File: src/rtl/sobel_conv_if.sv
// Handshake/data bundle between the window-gathering stage and the Sobel engine.
// With SOBEL_DIR_EN defined the bundle also carries the quantised gradient direction.
interface sobel_conv_if;
    logic        rst_conv;
    logic [23:0] row1;
    logic [23:0] row2;
    logic [23:0] row3;
    logic [7:0]  conv_result;
    logic        conv_ready;
`ifdef SOBEL_DIR_EN
    logic [1:0]  conv_dir;
`endif

    modport master (
        output rst_conv, row1, row2, row3,
`ifdef SOBEL_DIR_EN
        input  conv_dir,
`endif
        input  conv_result, conv_ready
    );

    modport slave (
        input  rst_conv, row1, row2, row3,
`ifdef SOBEL_DIR_EN
        output conv_dir,
`endif
        output conv_result, conv_ready
    );
endinterface

File: src/rtl/sobel_conv.sv
// 3x3 Sobel engine: captures a window, accumulates Gx/Gy one kernel row per cycle,
// then outputs min((|Gx|+|Gy|)>>SHIFT, SAT_MAX). Optional macro SOBEL_DIR_EN adds conv_dir.
module sobel_conv #(
    parameter int SHIFT   = 0,
    parameter int SAT_MAX = 255
) (
    input  logic        clk,
    input  logic        rst,
    sobel_conv_if.slave bus
);

    localparam logic [2:0] S_IDLE = 3'd0;
    localparam logic [2:0] S_ACC0 = 3'd1;
    localparam logic [2:0] S_ACC1 = 3'd2;
    localparam logic [2:0] S_ACC2 = 3'd3;
    localparam logic [2:0] S_MAG  = 3'd4;
    localparam logic [2:0] S_DONE = 3'd5;

    localparam logic [10:0] SAT_LIM = 11'(SAT_MAX);

    logic [2:0]         state;
    logic [7:0]         pix_p0 [9];
    logic signed [11:0] gx_p1;
    logic signed [11:0] gy_p1;
    logic [7:0]         res_p2;
    logic               vld_p2;
    logic               start;
    logic [10:0]        ax;
    logic [10:0]        ay;
    logic [10:0]        mag;

    function automatic logic signed [11:0] sx(input logic [7:0] p);
        return signed'({4'b0000, p});
    endfunction

    function automatic logic [10:0] abs11(input logic signed [11:0] v);
        return 11'(v[11] ? -v : v);
    endfunction

    function automatic logic [7:0] scale_sat(input logic [10:0] m);
        logic [10:0] s;
        s = m >> SHIFT;
        return (s > SAT_LIM) ? SAT_LIM[7:0] : s[7:0];
    endfunction

`ifdef SOBEL_DIR_EN
    function automatic logic [1:0] grad_dir(input logic signed [11:0] gx,
                                            input logic signed [11:0] gy);
        logic [11:0] a_x;
        logic [11:0] a_y;
        a_x = {1'b0, abs11(gx)};
        a_y = {1'b0, abs11(gy)};
        if (a_x >= (a_y << 1))      return 2'd0;
        else if (a_y >= (a_x << 1)) return 2'd1;
        else if (gx[11] == gy[11])  return 2'd2;
        else                        return 2'd3;
    endfunction

    logic [1:0] dir_p2;
`endif

    assign start = !bus.rst_conv && (state == S_IDLE);
    assign ax    = abs11(gx_p1);
    assign ay    = abs11(gy_p1);
    assign mag   = ax + ay;

    // Stage p0: window capture, only on the start edge
    always_ff @(posedge clk) begin
        if (!rst && start) begin
            pix_p0[0] <= bus.row1[23:16];
            pix_p0[1] <= bus.row1[15:8];
            pix_p0[2] <= bus.row1[7:0];
            pix_p0[3] <= bus.row2[23:16];
            pix_p0[4] <= bus.row2[15:8];
            pix_p0[5] <= bus.row2[7:0];
            pix_p0[6] <= bus.row3[23:16];
            pix_p0[7] <= bus.row3[15:8];
            pix_p0[8] <= bus.row3[7:0];
        end
    end

    // Stages p1/p2: row-serial accumulation, then magnitude and saturation
    always_ff @(posedge clk) begin
        if (rst) begin
            state  <= S_IDLE;
            gx_p1  <= '0;
            gy_p1  <= '0;
            res_p2 <= '0;
            vld_p2 <= 1'b0;
`ifdef SOBEL_DIR_EN
            dir_p2 <= '0;
`endif
        end else if (bus.rst_conv) begin
            state  <= S_IDLE;
            vld_p2 <= 1'b0;
        end else begin
            case (state)
                S_IDLE: begin
                    gx_p1 <= '0;
                    gy_p1 <= '0;
                    state <= S_ACC0;
                end
                S_ACC0: begin
                    gx_p1 <= gx_p1 - sx(pix_p0[0]) + sx(pix_p0[2]);
                    gy_p1 <= gy_p1 - sx(pix_p0[0]) - (sx(pix_p0[1]) <<< 1) - sx(pix_p0[2]);
                    state <= S_ACC1;
                end
                S_ACC1: begin
                    gx_p1 <= gx_p1 - (sx(pix_p0[3]) <<< 1) + (sx(pix_p0[5]) <<< 1);
                    state <= S_ACC2;
                end
                S_ACC2: begin
                    gx_p1 <= gx_p1 - sx(pix_p0[6]) + sx(pix_p0[8]);
                    gy_p1 <= gy_p1 + sx(pix_p0[6]) + (sx(pix_p0[7]) <<< 1) + sx(pix_p0[8]);
                    state <= S_MAG;
                end
                S_MAG: begin
                    res_p2 <= scale_sat(mag);
                    vld_p2 <= 1'b1;
`ifdef SOBEL_DIR_EN
                    dir_p2 <= grad_dir(gx_p1, gy_p1);
`endif
                    state  <= S_DONE;
                end
                S_DONE:  state <= S_DONE;
                default: state <= S_IDLE;
            endcase
        end
    end

    assign bus.conv_result = res_p2;
    assign bus.conv_ready  = vld_p2;
`ifdef SOBEL_DIR_EN
    assign bus.conv_dir    = dir_p2;
`endif

endmodule

File: src/flat_wrapper.sv
// flat-port wrapper written by rule: the top's interface ports become plain ports
module sobel_conv_flat 
#(
    parameter int SHIFT   = 0,
    parameter int SAT_MAX = 255
)
  (clk, rst, bus_rst_conv, bus_row1, bus_row2, bus_row3, bus_conv_result, bus_conv_ready);
  sobel_conv_if bus_i ();
  input  logic clk;
  input  logic rst;
  input wire logic [$bits(bus_i.rst_conv)-1:0] bus_rst_conv;
  input wire logic [$bits(bus_i.row1)-1:0] bus_row1;
  input wire logic [$bits(bus_i.row2)-1:0] bus_row2;
  input wire logic [$bits(bus_i.row3)-1:0] bus_row3;
  output wire logic [$bits(bus_i.conv_result)-1:0] bus_conv_result;
  output wire logic [$bits(bus_i.conv_ready)-1:0] bus_conv_ready;
  assign bus_i.rst_conv = bus_rst_conv;
  assign bus_i.row1 = bus_row1;
  assign bus_i.row2 = bus_row2;
  assign bus_i.row3 = bus_row3;
  assign bus_conv_result = bus_i.conv_result;
  assign bus_conv_ready = bus_i.conv_ready;
  sobel_conv #(.SHIFT(SHIFT), .SAT_MAX(SAT_MAX)) u_core (.clk(clk), .rst(rst), .bus(bus_i));
endmodule
File: config.mk
export PLATFORM = sky130hd
export DESIGN_NAME = sobel_conv_flat
export DESIGN_NICKNAME = d
export VERILOG_FILES = /design/src/rtl/sobel_conv_if.sv /design/src/rtl/sobel_conv.sv /design/src/flat_wrapper.sv
export SDC_FILE = /design/constraint.sdc
export NUM_CORES = 1
export LEC_CHECK = 0
export CAP_MARGIN = 20
export CORE_MARGIN = 3
export CORE_UTILIZATION = 65
export CTS_CLUSTER_DIAMETER = 80
export CTS_CLUSTER_SIZE = 10
export DETAILED_ROUTE_END_ITERATION = 8
export DONT_BUFFER_PORTS = 1
export PLACE_DENSITY = 0.91
export SETUP_SLACK_MARGIN = 0.1
export SYNTH_ARGS = -nofsm -noshare
export SYNTH_HDL_FRONTEND = slang
export SYNTH_SLANG_ARGS = --single-unit
export TNS_END_PERCENT = 50
File: constraint.sdc
create_clock -name clk -period 6 [get_ports clk]
set_input_delay 0.3 -clock clk [delete_from_list [all_inputs] [get_ports clk]]
set_output_delay 0.3 -clock clk [all_outputs]
set_load 0.005 [all_outputs]
==> results of run 1 <==
-- cells by family after synthesis --
logic type | count (synthesis) | share of synthesized area, %
multiplexers | 6 | 0.779
adder cells (fa/ha/maj) | 124 | 24.7
flip-flops | 100 | 32.9
AND/OR/NAND/NOR | 165 | 9.84
XOR/XNOR | 60 | 6.71
AO/OA/AOI/OAI | 191 | 16.4
buffers and inverters | 185 | 8.64
-- per-layer routing --
metal | up-vias | share of wire (%)
li1 | 2838 | -
met1 | 2911 | 41
met2 | 269 | 50
met3 | 31 | 7.3
met4 | 0 | 1.8
met5 | - | 0
-- registers in the layout, summed over array words and instances, names as in the netlist --
register                flops
u_core.bus.conv_ready       1
u_core.bus.conv_result      8
u_core.gx_p1               12
u_core.gy_p1               12
u_core.pix_p0              64
u_core.state                3
-- path summary, 6_finish.rpt --
kind                       to  slack [ns]  cells past startpoint
max          u_core.gy_p1[10]        2.30                     14
min           u_core.gx_p1[4]       0.005                      1
max reg2reg  u_core.gy_p1[10]        2.30                     14
min reg2reg   u_core.gy_p1[6]        0.51                      2
-- Yosys cell counts (4+ instances only) --
master | count | area share (%)
a211o_1 | 4 | 0.44
a211oi_1 | 21 | 2.0
a21o_1 | 11 | 1.0
a21oi_1 | 39 | 2.4
a22oi_1 | 9 | 0.84
a31oi_1 | 6 | 0.47
clkbuf_1 | 14 | 0.65
dfxtp_1 | 36 | 9.0
edfxtp_1 | 64 | 24
fa_1 | 58 | 14
ha_1 | 66 | 10
inv_1 | 170 | 7.9
mux2i_1 | 4 | 0.50
nand2_1 | 38 | 1.8
nand2b_1 | 15 | 1.2
nand3_1 | 7 | 0.44
nor2_1 | 52 | 2.4
nor2b_1 | 11 | 0.86
nor3_1 | 18 | 1.1
o211ai_1 | 5 | 0.47
o21a_1 | 12 | 1.1
o21ai_0 | 36 | 2.2
o31a_1 | 5 | 0.55
o41ai_1 | 5 | 0.55
or3_1 | 5 | 0.39
xnor2_1 | 37 | 4.0
xor2_1 | 22 | 2.4
-- critical path, stage by stage (launching register included) --
cell and delay, ns:
edfxtp_1 0.39, inv_1 0.08, fa_1 0.53, fa_1 0.55
inv_1 0.04, ha_1 0.24, inv_1 0.09, fa_1 0.20
nor2b_1 0.06, o21a_1 0.19, o21ai_0 0.40, a21oi_1 0.15
xor2_1 0.17, a221o_1 0.29, a32o_1 0.20
-- area by class of cell --
class / instances / area, um^2 / share of cell area (%)
Clock buffer: 9 / 225 / 2.64
Tap cell: 164 / 205 / 2.40
Multi-Input combinational cell: 546 / 4700 / 55.0
Sequential cell: 100 / 2640 / 31.0
Clock inverter: 7 / 56.3 / 0.660
Inverter: 170 / 638 / 7.47
Timing Repair Buffer: 8 / 72.6 / 0.850
-- power groups by stage --
stage	clock network, mW	registers (mW)	logic (mW)
5_1_grt	0.595	0.789	0.746
6_report	0.569	0.786	0.674
2_1_floorplan	0	0.794	0.515
4_1_cts	0.570	0.785	0.659
3_5_place_dp	0	0.801	0.648
3_3_place_gp	0	0.799	0.627
-- what timing repair did --
item	in CTS	in global routing
hold buffers	3	2
hold endpoints to repair	12	4
buffers inserted	0	0
setup endpoints to repair	0	0
-- metrics by stage --
step / setup slack [ns] / hold slack, ns / power (mW) / util, %
4_1_cts: 2.34 / 0.000724 / 2.01 / 72.4
3_3_place_gp: 2.39 / 0.370 / 1.43 / 69.8
3_5_place_dp: 2.36 / 0.370 / 1.45 / 69.8
2_1_floorplan: 2.71 / 0.399 / 1.31 / -
5_1_grt: 2.16 / -0.000132 / 2.13 / 72.6
6_report: 2.30 / 0.00476 / 2.03 / 72.6
==> results.md, run 1 <==
* Async S/R FF share, synth at 0%
* Most frequent cells in the layout: inv_1 (170), ha_1 (66), edfxtp_1 (64)
* Unrepaired setup endpoints after global routing: no
* Clock latency on the worst-skew pair at 0.37 ns
* Die area at 0.0137 mm^2
* Iteration-0 DRC Markers at 572
* Commonest non-fill, non-tap cell in the layout: inv_1
* Wire length per cell at 18.3 um
* Vert. Die Dim at 117 um
* GR Util met2 at 48.3%
* Sequential share of power at 38.7%
* Crit share post-route at 61.6%
* Area grow syn2layout at 6.28%
* Worst EP required at 6.26 ns
* Post-synth EDFFs at 64
* GR Layer Usage met3 at 6.17%
* Clock power frac at 28.0%
* DP Area at 0.00821 mm^2
* Clock Sinks at 100
* Hold Crit Start: rst
* Finish-stage setup viols at 0
* Slew @ Worst Pin at 0.841 ns
* Mapped Cells at 831
* Met1 Track Usage GR at 34.7%
* Post-CTS Resized at 0
* Final cell count without fillers at 1004
* NetSw at 0.693 mW
* Final net count at 1034
* First-pass GRT wire length at 28600 um
* Fin crit period at 3.70 ns
* Core area at 0.0118 mm^2
* Crit end category: register
* DRC at 0
* Global route hottest layer: met2
* Fin Clk Skew at 0.0167 ns
* Largest net degree at the start of global routing at 37
* Most used DFF post-synth: edfxtp_1
* Synth Net Count at 1030
* Detailed Routing Iterations Pass 1 at 5
* Routed Antenna Nets at 0
* IR drop worst, VDD at 0.275 mV
* DP Cell Count at 983
* CTS tree: yes
* Fmax at 270 MHz
* Reg clk slew, reported paths at 0.08 ns
* CTS Buf Count at 9
* Worst setup startpoint: u_core.pix_p0[0][50]
* Share of cells above drive strength 1 at 3.57%
* Drt total wl at 18300 um
* Root Buffer: clkbuf_16
* Row cnt at 39
* HP Class: in2reg
* Total gr overflow at 0
* Worst-path maximum fanout at 3
* Internal power at 1.33 mW
* Routability cong. at 0.932
* Max-cap violation count at 0
* Distinct cells, synth at 59
* FILL cells at 853
* Total Routing Usage GR at 27.7%
* Setup_tns at 0 ns
* Max-slew violation count at 0
* Mapped Area at 0.00803 mm^2
* Vias at 6049
* Critical R2R Launch: u_core.pix_p0[0][50]
* # diodes at 0
* PwrDens at 238 mW/mm^2
* Seq/Total Area, Yosys at 32.9%
* Run status: finished, final reports clean
* Die W at 117 um
* Leakage power at 3.82 nW
* Buffers on Ports at 0
* Startpoint Class: register
* Flops & latches, synth at 100
* Initial antenna violation count at 0
* Crit path kind: reg2reg
* Slew HR at 43.7%
* Sw frac at 34.2%
* Max clock buf depth at 2
* Vias per cell at 6.02
* Final instance area at 0.00854 mm^2
* Starting Density at 68.3%
* Vias in the first global route at 5943
* Synth warn at 0
* Final Hold Fails at 0
* Syn Area/Cell at 9.67 um^2
* Io pins at 84
* Comb power frac at 33.2%
* HPWL Detailed at 14400 um
* Critical Path AT at 3.96 ns
* H-Tree Depth at 3
No activity file was read; power rests on OpenSTA's default activity.
==> run 2, diff against run 1 <==
- CORE_UTILIZATION: 65 -> 59
- PLACE_DENSITY: 0.91 -> 0.88
- clock period: 6 -> 3.3 ns (I/O delays scaled with it)
==> results.md, run 2 (synthesis results as in run 1) <==
* Run status: complete, but fails checks
* Failing checks: negative setup slack
* Final net count at 1139 (+10%)
* Setup_tns at -0.571 ns (-0.571 ns)
* Routability cong. at 0.963 (+3.3%)
* Crit path kind: reg2reg
* Total Routing Usage GR at 30.0% (+2.3 points)
* Root Buffer: clkbuf_16
* PwrDens at 420 mW/mm^2 (+77%)
* Fin Clk Skew at 0.00846 ns (-0.00821 ns)
* Finish-stage setup viols at 7 (+7)
* Critical Path AT at 3.76 ns (-0.20 ns)
* Reg clk slew, reported paths at 0.07 ns (about the same)
* Crit share post-route at 106% (+45 points)
* Vias in the first global route at 6940 (+17%)
* Starting Density at 60.4% (-7.9 points)
* Worst R2R Path Depth at 14 (unchanged)
* Max-slew violation count at 0 (unchanged)
* First-pass GRT wire length at 34500 um (+21%)
* H-Tree Depth at 3 (unchanged)
* Crit end category: register
* Row cnt at 42 (+7.7%)
* Hold Crit Start: bus_rst_conv
* Max-cap violation count at 0 (unchanged)
* Hold slack at 0.0269 ns (+0.0221 ns)
* IR drop worst, VDD at 0.346 mV (+26%)
* Slew HR at 29.8% (-14 points)
* Area grow syn2layout at 20.7%
* Crit Reg-Reg Endpoint: u_core.gy_p1[10]
* Max clock buf depth at 2 (unchanged)
* Unrepaired setup endpoints after global routing: yes
* Max reg flops at 64 (unchanged)
* Largest reg by FF count: u_core.pix_p0
* Worst setup margin at -0.205 ns (-2.51 ns)
* Critical R2R Launch: u_core.pix_p0[0][56]
* Commonest non-fill, non-tap cell in the layout: inv_1
* Worst setup startpoint: u_core.pix_p0[0][56]
* Die area at 0.0151 mm^2 (+9.6%)
* Io pins at 84 (unchanged)
* Initial antenna violation count at 0 (unchanged)
* Reg2reg setup slack at -0.21 ns (-2.51 ns)
* Routed Antenna Nets at 0 (unchanged)
* Clock latency on the worst-skew pair at 0.36 ns (about the same)
* Overall power at 4.07 mW (+100%)
* Buffers on Ports at 0 (unchanged)
* Core area at 0.0133 mm^2 (+13%)
* Final instance area at 0.00969 mm^2 (+14%)
* Vert. Die Dim at 123 um (+4.7%)
* Die W at 123 um (+4.7%)
* CTS Buf Count at 9 (unchanged)
* Drt total wl at 23700 um (+29%)
* Worst-path maximum fanout at 2 (-1)
* Clock Sinks at 100 (unchanged)
* Wire length per cell at 21.1 um (+16%)
* HP Class: in2reg
* Most frequent cells in the layout: inv_1 (153), dlygate4sd3_1 (66), edfxtp_1 (64)
* DRC at 0 (unchanged)
* Share of cells above drive strength 1 at 13.2% (+9.7 points)
* HPWL Detailed at 14500 um (+0.62%)
* Final Hold Fails at 0 (unchanged)
* CTS tree: yes
* Leakage power at 4.27 nW (+12%)
* Fmax at 285 MHz (+5.5%)
* Total gr overflow at 0 (unchanged)
* Biggest regs: u_core.pix_p0 x64, u_core.gx_p1 x12, u_core.gy_p1 x12
* Detailed Routing Iterations Pass 1 at 8 (+3)
* CP Capture Point: u_core.gy_p1[10]
* Fin crit period at 3.51 ns (-0.193 ns)
* Startpoint Class: register
* Vias at 7039 (+16%)
* Worst EP required at 3.56 ns (-2.70 ns)
* # diodes at 0 (unchanged)
* Iteration-0 DRC Markers at 792 (+38%)
* Vias per cell at 6.28 (+4.2%)
* Largest net degree at the start of global routing at 38 (+2.7%)
* DP Area at 0.00848 mm^2 (+3.4%)
* Slew @ Worst Pin at 1.05 ns (+0.208 ns)
==> run 2: cell count changes in the layout (fill, tap and decap cells not counted), sizes merged <==
cell         delta
clkinvlp        +1
inv             -3
clkbuf          +2
buf            +44
dlygate4sd3    +61
==> run 2: metrics by stage <==
stage | std cells | worst slack [ns] | util [%]
after floorplan | 831 | 0.0865 | -
after global placement | 1028 | -0.00618 | 63.8
after detailed placement | 1028 | -0.0811 | 63.8
after CTS | 1110 | -0.0630 | 70.9
after global routing | 1121 | -0.285 | 72.9
final | 1121 | -0.205 | 72.9
==> run 2: how the worst min path moves through the flow <==
stage                                            to  slack, ns  cells past startpoint
after global placement    u_core.bus.conv_result[0]       0.23                      1
after global routing                u_core.gy_p1[4]       0.03                      3
after floorplan                 u_core.pix_p0[0][0]       0.26                      0
after detailed placement  u_core.bus.conv_result[0]       0.24                      1
after CTS                           u_core.gy_p1[4]       0.02                      3
final                               u_core.gy_p1[4]       0.03                      3
==> run 2: cell type report <==
type / instances / area (um^2)
multi-input cells: 546 / 4900
fillers: 809 / 3600
flip-flops and latches: 100 / 2640
repair buffers: 113 / 1020
inverters: 170 / 638
clock buffers: 11 / 233
well taps: 176 / 220
clock inverters: 5 / 36.3
==> run 2: what timing repair did <==
item                                    CTS  global route
endpoints found under the setup margin    5            20
pin swaps                                 6            35
setup buffers                             0            12
gates resized for setup                   8            59
hold buffers                             66             0
endpoints found under the hold margin    87             0
==> run 2: critical path, cell delays in order (launching register included) <==
cell and delay [ns]:
edfxtp_1 0.41, inv_1 0.13, fa_2 0.48, fa_1 0.47, inv_1 0.11, ha_2 0.20, inv_1 0.06, fa_1 0.40
nor2b_1 0.16, o21a_1 0.20, o21ai_2 0.09, a21oi_2 0.13, xor2_1 0.07, a221o_1 0.30, a32o_1 0.20
==> run 2: report_power, final <==
group	total (mW)	switching, mW	internal [mW]
combinational	1.62	0.898	0.717
clock	1.03	0.514	0.517
sequential	1.43	0.0411	1.39
==> run 2: metal layers <==
layer | GRT usage [%] | routed length [um]
met3 | 5.35 | 2580
met2 | 50.6 | 11400
met4 | 15.8 | 1640
met1 | 36.7 | 8050
met5 | 0 | 0
